### config.mk
export PLATFORM = sky130hd
export DESIGN_NAME = hazard_unit_flat
export DESIGN_NICKNAME = d
export VERILOG_FILES = /design/src/rtl/hazard_unit_if.sv /design/src/rtl/hazard_unit.sv /design/src/flat_wrapper.sv
export SDC_FILE = /design/constraint.sdc
export NUM_CORES = 1
export LEC_CHECK = 0
export ABC_CLOCK_PERIOD_IN_PS = 4700
export BUFFER_PORTS_ARGS = -buffer_cell sky130_fd_sc_hd__buf_2
export CAP_MARGIN = 20
export CORE_UTILIZATION = 49
export DETAILED_ROUTE_END_ITERATION = 16
export PLACE_DENSITY = 0.75
export SLEW_MARGIN = 20
export SYNTH_ARGS = -nofsm -noshare
export SYNTH_HDL_FRONTEND = slang
export SYNTH_SLANG_ARGS = --single-unit
### constraint.sdc
create_clock -name clk -period 4.7 [get_ports clk]
set_input_delay 0.235 -clock clk [delete_from_list [all_inputs] [get_ports clk]]
set_output_delay 0.235 -clock clk [all_outputs]
set_load 0.03 [all_outputs]
### src/rtl/hazard_unit_if.sv
// Pipeline-to-hazard-unit bundle: register addresses and write enables in,
// stall/flush/forward controls and performance counters out.
interface hazard_unit_if #(
  parameter int REG_AW = 5,
  parameter int CNT_W  = 32
);
  logic [REG_AW-1:0] Rs1_D, Rs2_D, Rs1_E, Rs2_E;
  logic [REG_AW-1:0] Rd_E, Rd_M, Rd_W;
  logic              regWrite_E, regWrite_M, regWrite_W;
  logic [1:0]        resultSrc_E;
  logic              PCsrc_E;
  logic              cnt_en, cnt_clr;
  logic              stall_F, stall_D, flush_D, flush_E;
  logic [1:0]        forwardA_E, forwardB_E;
  logic [CNT_W-1:0]  cycle_cnt, stall_cnt, flush_cnt;

  modport master (
    output Rs1_D, Rs2_D, Rs1_E, Rs2_E, Rd_E, Rd_M, Rd_W,
           regWrite_E, regWrite_M, regWrite_W, resultSrc_E, PCsrc_E,
           cnt_en, cnt_clr,
    input  stall_F, stall_D, flush_D, flush_E, forwardA_E, forwardB_E,
           cycle_cnt, stall_cnt, flush_cnt
  );

  modport slave (
    input  Rs1_D, Rs2_D, Rs1_E, Rs2_E, Rd_E, Rd_M, Rd_W,
           regWrite_E, regWrite_M, regWrite_W, resultSrc_E, PCsrc_E,
           cnt_en, cnt_clr,
    output stall_F, stall_D, flush_D, flush_E, forwardA_E, forwardB_E,
           cycle_cnt, stall_cnt, flush_cnt
  );
endinterface

### src/rtl/hazard_unit.sv
// 5-stage pipeline hazard unit: combinational forward/stall/flush control
// plus saturating cycle, stall and flush counters.
module hazard_unit #(
  parameter int REG_AW = 5,
  parameter bit FWD_EN = 1'b1,
  parameter int CNT_W  = 32
) (
  input logic      clk,
  input logic      rst,
  hazard_unit_if.slave hz
);

  function automatic logic hit(input logic we, input logic [REG_AW-1:0] rd,
                               input logic [REG_AW-1:0] src);
    return we && (rd == src) && (rd != '0);
  endfunction

  logic       hazard;
  logic [1:0] fwd_a, fwd_b;

  always_comb begin
    fwd_a  = 2'b00;
    fwd_b  = 2'b00;
    hazard = 1'b0;
    if (FWD_EN) begin
      if (hit(hz.regWrite_M, hz.Rd_M, hz.Rs1_E))      fwd_a = 2'b10;
      else if (hit(hz.regWrite_W, hz.Rd_W, hz.Rs1_E)) fwd_a = 2'b01;
      if (hit(hz.regWrite_M, hz.Rd_M, hz.Rs2_E))      fwd_b = 2'b10;
      else if (hit(hz.regWrite_W, hz.Rd_W, hz.Rs2_E)) fwd_b = 2'b01;
      hazard = (hz.resultSrc_E == 2'b01) &&
               (hit(hz.regWrite_E, hz.Rd_E, hz.Rs1_D) ||
                hit(hz.regWrite_E, hz.Rd_E, hz.Rs2_D));
    end else begin
      // Interlock-only: any in-flight writer of a decode source blocks issue
      // until it has left W.
      hazard = hit(hz.regWrite_E, hz.Rd_E, hz.Rs1_D) || hit(hz.regWrite_E, hz.Rd_E, hz.Rs2_D) ||
               hit(hz.regWrite_M, hz.Rd_M, hz.Rs1_D) || hit(hz.regWrite_M, hz.Rd_M, hz.Rs2_D) ||
               hit(hz.regWrite_W, hz.Rd_W, hz.Rs1_D) || hit(hz.regWrite_W, hz.Rd_W, hz.Rs2_D);
    end
  end

  always_comb begin
    hz.stall_F    = 1'b0;
    hz.stall_D    = 1'b0;
    hz.flush_D    = 1'b0;
    hz.flush_E    = 1'b0;
    hz.forwardA_E = fwd_a;
    hz.forwardB_E = fwd_b;
    if (rst) begin
      hz.flush_D    = 1'b1;
      hz.flush_E    = 1'b1;
      hz.forwardA_E = 2'b00;
      hz.forwardB_E = 2'b00;
    end else if (hz.PCsrc_E) begin
      // Wrong-path instruction in D: squash rather than hold it.
      hz.flush_D = 1'b1;
      hz.flush_E = 1'b1;
    end else if (hazard) begin
      hz.stall_F = 1'b1;
      hz.stall_D = 1'b1;
      hz.flush_E = 1'b1;
    end
  end

  // Counter order: 0 = cycle, 1 = stall, 2 = flush.
  logic [2:0]            inc;
  logic [2:0][CNT_W-1:0] cnt;

  assign inc = {hz.PCsrc_E, hz.stall_D, 1'b1} & {3{hz.cnt_en}};

  always_ff @(posedge clk) begin
    for (int i = 0; i < 3; i++) begin
      if (rst || hz.cnt_clr)             cnt[i] <= '0;
      else if (inc[i] && cnt[i] != '1)   cnt[i] <= cnt[i] + CNT_W'(1);
    end
  end

  assign hz.cycle_cnt = cnt[0];
  assign hz.stall_cnt = cnt[1];
  assign hz.flush_cnt = cnt[2];

endmodule

### src/flat_wrapper.sv
// flat-port wrapper written by rule: the top's interface ports become plain ports
module hazard_unit_flat 
#(
  parameter int REG_AW = 5,
  parameter bit FWD_EN = 1'b1,
  parameter int CNT_W  = 32
)
  (clk, rst, hz_Rs1_D, hz_Rs2_D, hz_Rs1_E, hz_Rs2_E, hz_Rd_E, hz_Rd_M, hz_Rd_W, hz_regWrite_E, hz_regWrite_M, hz_regWrite_W, hz_resultSrc_E, hz_PCsrc_E, hz_cnt_en, hz_cnt_clr, hz_stall_F, hz_stall_D, hz_flush_D, hz_flush_E, hz_forwardA_E, hz_forwardB_E, hz_cycle_cnt, hz_stall_cnt, hz_flush_cnt);
  hazard_unit_if #(.REG_AW(REG_AW), .CNT_W(CNT_W)) hz_i ();
  input logic clk;
  input logic rst;
  input wire logic [$bits(hz_i.Rs1_D)-1:0] hz_Rs1_D;
  input wire logic [$bits(hz_i.Rs2_D)-1:0] hz_Rs2_D;
  input wire logic [$bits(hz_i.Rs1_E)-1:0] hz_Rs1_E;
  input wire logic [$bits(hz_i.Rs2_E)-1:0] hz_Rs2_E;
  input wire logic [$bits(hz_i.Rd_E)-1:0] hz_Rd_E;
  input wire logic [$bits(hz_i.Rd_M)-1:0] hz_Rd_M;
  input wire logic [$bits(hz_i.Rd_W)-1:0] hz_Rd_W;
  input wire logic [$bits(hz_i.regWrite_E)-1:0] hz_regWrite_E;
  input wire logic [$bits(hz_i.regWrite_M)-1:0] hz_regWrite_M;
  input wire logic [$bits(hz_i.regWrite_W)-1:0] hz_regWrite_W;
  input wire logic [$bits(hz_i.resultSrc_E)-1:0] hz_resultSrc_E;
  input wire logic [$bits(hz_i.PCsrc_E)-1:0] hz_PCsrc_E;
  input wire logic [$bits(hz_i.cnt_en)-1:0] hz_cnt_en;
  input wire logic [$bits(hz_i.cnt_clr)-1:0] hz_cnt_clr;
  output wire logic [$bits(hz_i.stall_F)-1:0] hz_stall_F;
  output wire logic [$bits(hz_i.stall_D)-1:0] hz_stall_D;
  output wire logic [$bits(hz_i.flush_D)-1:0] hz_flush_D;
  output wire logic [$bits(hz_i.flush_E)-1:0] hz_flush_E;
  output wire logic [$bits(hz_i.forwardA_E)-1:0] hz_forwardA_E;
  output wire logic [$bits(hz_i.forwardB_E)-1:0] hz_forwardB_E;
  output wire logic [$bits(hz_i.cycle_cnt)-1:0] hz_cycle_cnt;
  output wire logic [$bits(hz_i.stall_cnt)-1:0] hz_stall_cnt;
  output wire logic [$bits(hz_i.flush_cnt)-1:0] hz_flush_cnt;
  assign hz_i.Rs1_D = hz_Rs1_D;
  assign hz_i.Rs2_D = hz_Rs2_D;
  assign hz_i.Rs1_E = hz_Rs1_E;
  assign hz_i.Rs2_E = hz_Rs2_E;
  assign hz_i.Rd_E = hz_Rd_E;
  assign hz_i.Rd_M = hz_Rd_M;
  assign hz_i.Rd_W = hz_Rd_W;
  assign hz_i.regWrite_E = hz_regWrite_E;
  assign hz_i.regWrite_M = hz_regWrite_M;
  assign hz_i.regWrite_W = hz_regWrite_W;
  assign hz_i.resultSrc_E = hz_resultSrc_E;
  assign hz_i.PCsrc_E = hz_PCsrc_E;
  assign hz_i.cnt_en = hz_cnt_en;
  assign hz_i.cnt_clr = hz_cnt_clr;
  assign hz_stall_F = hz_i.stall_F;
  assign hz_stall_D = hz_i.stall_D;
  assign hz_flush_D = hz_i.flush_D;
  assign hz_flush_E = hz_i.flush_E;
  assign hz_forwardA_E = hz_i.forwardA_E;
  assign hz_forwardB_E = hz_i.forwardB_E;
  assign hz_cycle_cnt = hz_i.cycle_cnt;
  assign hz_stall_cnt = hz_i.stall_cnt;
  assign hz_flush_cnt = hz_i.flush_cnt;
  hazard_unit #(.REG_AW(REG_AW), .FWD_EN(FWD_EN), .CNT_W(CNT_W)) u_core (.clk(clk), .rst(rst), .hz(hz_i));
endmodule
==> results of run 1 <==
-- state kept, by name, indices dropped and copies added (netlist names) --
register and count:
u_core.hz.flush_cnt 32, u_core.hz.stall_cnt 32, u_core.hz.cycle_cnt 32
-- per-stage QoR --
stage	setup WS, ns	hold slack, ns	instances	total power [mW]
5_1_grt	1.76	0.363	912	1.56
3_3_place_gp	2.06	0.475	896	0.926
4_1_cts	2.04	0.328	912	1.52
2_1_floorplan	2.30	0.427	633	0.889
6_report	2.10	0.345	912	1.51
3_5_place_dp	1.91	0.485	896	0.930
-- where the power goes --
part | internal (mW) | total, mW | switching [mW]
clock | 0.300 | 0.599 | 0.299
combinational | 0.0373 | 0.0958 | 0.0585
sequential | 0.814 | 0.815 | 0.00156
total | 1.15 | 1.51 | 0.360
-- synthesized netlist by cell type (all sizes together) (13+ instances only) --
library cell,count,area (sq um)
nand4,33,206
xnor2,49,429
xor2,42,368
nand3,50,255
a21oi,25,125
nor2,84,315
nor4,20,131
o21ai,24,120
or4,20,154
clkbuf,14,52.6
nand2,53,199
nor3,21,105
inv,13,48.8
dfxtp,96,1920
or3,17,106
-- worst paths after layout --
kind | endpoint | cells after the start | slack [ns]
setup / recovery | u_core.hz.cycle_cnt[11]$_SDFFE_PP0P_ | 6 | 2.10
setup reg to reg | u_core.hz.cycle_cnt[11]$_SDFFE_PP0P_ | 6 | 2.10
hold / removal | u_core.hz.cycle_cnt[2]$_SDFFE_PP0P_ | 4 | 0.34
hold reg to reg | u_core.hz.flush_cnt[30]$_SDFFE_PP0P_ | 2 | 0.49
-- critical path: stages (launching register included) --
cell and delay [ns]:
dfxtp_1 0.44, nand4_1 0.26, nor4_1 0.68, a41oi_1 0.59
nand4_1 0.30, xor2_1 0.17, nor2_1 0.05
-- logic make-up after synthesis --
kind of cell,synth area share
XOR/XNOR,0.156
flip-flops,0.375
adder cells (fa/ha/maj),0.00733
AND/OR/NAND/NOR,0.346
buffers and inverters,0.0305
AO/OA/AOI/OAI,0.0836
multiplexers,0.00195
-- layer usage --
| layer | GRT usage | wire length (microns) | up-vias |
|---|---|---|---|
| met1 | 0.306 | 5800 | 2446 |
| li1 | - | - | 2556 |
| met4 | 0.0959 | 230 | 0 |
| met5 | 0 | 0 | - |
| met3 | 0.0401 | 700 | 19 |
| met2 | 0.423 | 6580 | 175 |
-- cell usage in the layout (no fill, tap or decap), types with 21 or more instances in the layout --
master	n
nor2_1	84
buf_2	148
xnor2_1	49
dfxtp_1	96
nand2_1	53
nand4_1	33
xor2_1	42
nand3_1	49
a21oi_1	25
nor3_1	21
o21ai_0	23
-- area by class of cell --
type | count | area, sq um
Clock buffer | 9 | 124
Clock inverter | 7 | 93.8
Fill cell | 905 | 3790
Inverter | 13 | 48.8
Multi-Input combinational cell | 504 | 3050
Sequential cell | 96 | 1920
Tap cell | 133 | 166
Timing Repair Buffer | 150 | 756
==> reports/results.tsv, run 1 <==
metric	value	unit
fin_tns_setup	0	ns
postPlaceCellArea	5940	sq um
ys.flop_type	dfxtp_1	
hpwl	9990	microns
portBuffers	148	
dieArea	10900	sq um
drt_iter0_markers	254	
cts.repair.resized	0	
ant_nets	0	
start_util	0.514	
die_y	104	microns
static-leakage-power	2.30	nW
synth.distinct_cells	47	
finalCritPeriodShare	0.554	
diodes	0	
min_from	hz_cnt_en	
rr_startpoint	u_core.hz.cycle_cnt[20]$_SDFFE_PP0P_	
syn_to_final_growth	20.3	%
avgSynthCellArea	8.09	sq um
power.density	245	nW/um^2
ys_ff_latch	96	
clk_latency	0.37	ns
drt_wl_total	13300	microns
root_buffer	clkbuf_8	
die_w	104	microns
nets	822	
syn-instance-count	633	
remaining_drc_errors	0	
rsz0062_at_grt	false	
grt_pass1_wl	22100	microns
post_cts_buffers	0	
first_global_vias	4760	
fin_crit	2.60	ns
ctsHoldBuffers	0	
holdCritPathClass	in2reg	
io_pins	149	
tightest_slew	0.998	ns
grt_use_total	0.246	
coreArea	9950	sq um
finalMaxSlewViolations	0	
maxCapViolations	0	
fin_area	6160	sq um
crit_type	reg2reg	
clock_sinks	96	
startpoint_type	register	
synth_edf_count	0	
vias	5196	
synth_area	5120	sq um
critPathRequiredTime	4.95	ns
antenna_found_initial	0	
fmax	384	MHz
cts_buffer_depth	2	
status	finished clean	
grt_max_degree	49	
arrival	2.85	ns
cts_buffers	9	
crit_path_end_kind	register	
final_core_util	0.619	
globalRoute.totalOverflow	0	
cp-startpoint	u_core.hz.cycle_cnt[20]$_SDFFE_PP0P_	
path_max_fanout	12	
clock_skew	0.00833	ns
seq_area_frac_synth	0.375	
wire_per_inst	14.6	microns
vias_per_cell	5.70	
hold_viol	0	
yosys_warnings	0	
syn-num-nets	681	
place.gp.congestion	0.893	
drive_gt1_frac	0.222	
vdd_drop_max	0.000155	V
first_pass_iters	4	
synth-async-reset-ratio	0	
h-tree-depth	3	
clk_pin_slew	0.09	ns
slew_headroom	0.335	
rows	36	
cts_tree	built	
setup_viol	0	
Note: power is estimated with default switching activity, not from simulation.
==> inputs of run 2 (changes only) <==
--- a/config.mk
+++ b/config.mk
@@ -5,7 +5,7 @@
 export SDC_FILE = /design/constraint.sdc
 export NUM_CORES = 1
 export LEC_CHECK = 0
-export ABC_CLOCK_PERIOD_IN_PS = 4700
+export ABC_CLOCK_PERIOD_IN_PS = 2600
 export BUFFER_PORTS_ARGS = -buffer_cell sky130_fd_sc_hd__buf_2
 export CAP_MARGIN = 20
 export CORE_UTILIZATION = 49
==> constraint.sdc (replaced) <==
create_clock -name clk -period 2.6 [get_ports clk]
set_input_delay 0.13 -clock clk [delete_from_list [all_inputs] [get_ports clk]]
set_output_delay 0.13 -clock clk [all_outputs]
set_load 0.03 [all_outputs]
==> run 2 against run 1 <==
- largest power group unchanged
- die area unchanged
- clock skew is 0.0017 ns higher
- maximum frequency grew 8.6%
- flip-flop and latch count unchanged
- via count fell by 0.19%
- register-to-register slack got worse by 1.9 ns
- critical path depth unchanged
- cell count increased by 0.99%
==> reports/results.tsv, run 2 (same netlist as run 1, synthesis figures left out) <==
metric	value	unit
rsz0062_at_grt	false	
place.gp.congestion	0.907	
cts_tree	built	
vias	5186	
clk_latency	0.37	ns
multiInputGateArea	3050	sq um
clock_skew	0.0100	ns
hpwl	9860	microns
use_met2	0.410	
hold_viol	0	
cts.repair.resized	0	
nFillCells	897	
cts_buffer_depth	2	
grt_pass1_wl	22100	microns
crit_type	reg2reg	
grt_max_degree	37	
start_util	0.514	
slowest_delay	0.57	ns
syn_to_final_growth	20.7	%
postPlaceCellArea	6010	sq um
crit_path_end_kind	register	
final_core_util	0.621	
dieArea	10900	sq um
reg2reg_depth	6	
root_buffer	clkbuf_8	
coreArea	9950	sq um
crit_top_cell	or4_1	
tightest_slew	0.866	ns
min_from	hz_PCsrc_E	
holdPathStages	4	
worstReg2RegEnd	u_core.hz.stall_cnt[12]$_SDFFE_PP0P_	
remaining_drc_errors	0	
setup_viol	0	
grt_use_total	0.246	
hold_end	u_core.hz.flush_cnt[2]$_SDFFE_PP0P_	
diodes	0	
critPathRequiredTime	2.85	ns
vias_per_cell	5.63	
final_cell_mix	148 x buf_2, 96 x dfxtp_1, 84 x nor2_1	
startpoint_type	register	
static-leakage-power	2.33	nW
path_max_fanout	25	
portBuffers	148	
rows	36	
clk_pin_slew	0.09	ns
drive_gt1_frac	0.231	
io_pins	149	
antenna_found_initial	0	
rrSetupSlack	0.20	ns
finalMaxSlewViolations	0	
post_cts_buffers	0	
fin_tns_setup	0	ns
status	finished clean	
maxCapViolations	0	
clock_sinks	96	
vdd_drop_max	0.000233	V
layout_commonest_cell	buf_2	
grt_use_met1	0.313	
slew_headroom	0.421	
crit_buf_inv	0	
ff_latch_area	1920	sq um
wire_per_inst	14.5	microns
grt_busiest_layer	met2	
first_global_vias	4708	
fin_area	6180	sq um
fmax	417	MHz
p_total	2.54	mW
nets	831	
die_y	104	microns
met3_usage	0.0501	
ant_nets	0	
cp_slowest_cell	or4_1	
power.density	411	nW/um^2
path_cells	nand4_1, or3_1, or4_1, nand3_2, or4_1, a21oi_1	
rr_startpoint	u_core.hz.stall_cnt[15]$_SDFFE_PP0P_	
first_pass_iters	5	
drt_iter0_markers	251	
globalRoute.totalOverflow	0	
cpLargestDelayFamily	simple AND/OR/NAND/NOR gates	
fin_crit	2.40	ns
arrival	2.65	ns
h-tree-depth	3	
holdCritPathClass	in2reg	
ctsHoldBuffers	0	
drt_wl_total	13400	microns
cts_buffers	9	
cp-startpoint	u_core.hz.stall_cnt[15]$_SDFFE_PP0P_	
die_w	104	microns
finalCritPeriodShare	0.922	
==> run 2: cell count changes in the layout (fill, tap and decap cells not counted), sizes merged <==
cell	before	now
inv	14	13
clkinv	2	6
buf	150	159
clkinvlp	2	1
bufinv	2	0
==> run 2: cell type report <==
type	instances	share of cell area
Multi-Input combinational cell	504	0.493
Sequential cell	96	0.311
Timing Repair Buffer	159	0.133
Tap cell	133	0.0269
Clock buffer	9	0.0200
Clock inverter	7	0.00789
Inverter	13	0.00789
==> run 2: metrics by stage <==
step | hold WS (ns) | instances | setup WS (ns)
after floorplan | 0.322 | 633 | 0.199
after global placement | 0.472 | 905 | 0.382
after detailed placement | 0.493 | 905 | 0.280
after CTS | 0.245 | 921 | 0.240
after global routing | 0.278 | 921 | 0.0686
final | 0.260 | 921 | 0.203
==> run 2: worst reg2reg max path, cell delays in order, from the launching register on <==
cell	delay, ns
dfxtp_1	0.42
nand4_1	0.21
or3_1	0.47
or4_1	0.57
nand3_2	0.34
or4_1	0.20
a21oi_1	0.07
==> run 2: metal layers <==
metal / wire [microns] / vias up
met2: 6330 / 191
met3: 758 / 21
met4: 273 / 0
li1: - / 2578
met5: 0 / -
met1: 6000 / 2396
==> run 2: report_power, final <==
group | internal [mW] | leakage (nW) | switching, mW
clock network | 0.347 | 0.0889 | 0.543
logic | 0.0714 | 1.47 | 0.106
registers | 1.47 | 0.773 | 0.00286
total | 1.89 | 2.33 | 0.651
==> run 2: worst max-delay path by stage <==
stage                                                end  cells past startpoint
floorplan            u_core.hz.stall_cnt[0]$_SDFFE_PP0P_                      8
global placement     u_core.hz.stall_cnt[0]$_SDFFE_PP0P_                      6
detailed placement  u_core.hz.stall_cnt[12]$_SDFFE_PP0P_                      6
CTS                 u_core.hz.stall_cnt[12]$_SDFFE_PP0P_                      6
global route         u_core.hz.stall_cnt[6]$_SDFFE_PP0P_                      6
finish              u_core.hz.stall_cnt[12]$_SDFFE_PP0P_                      6
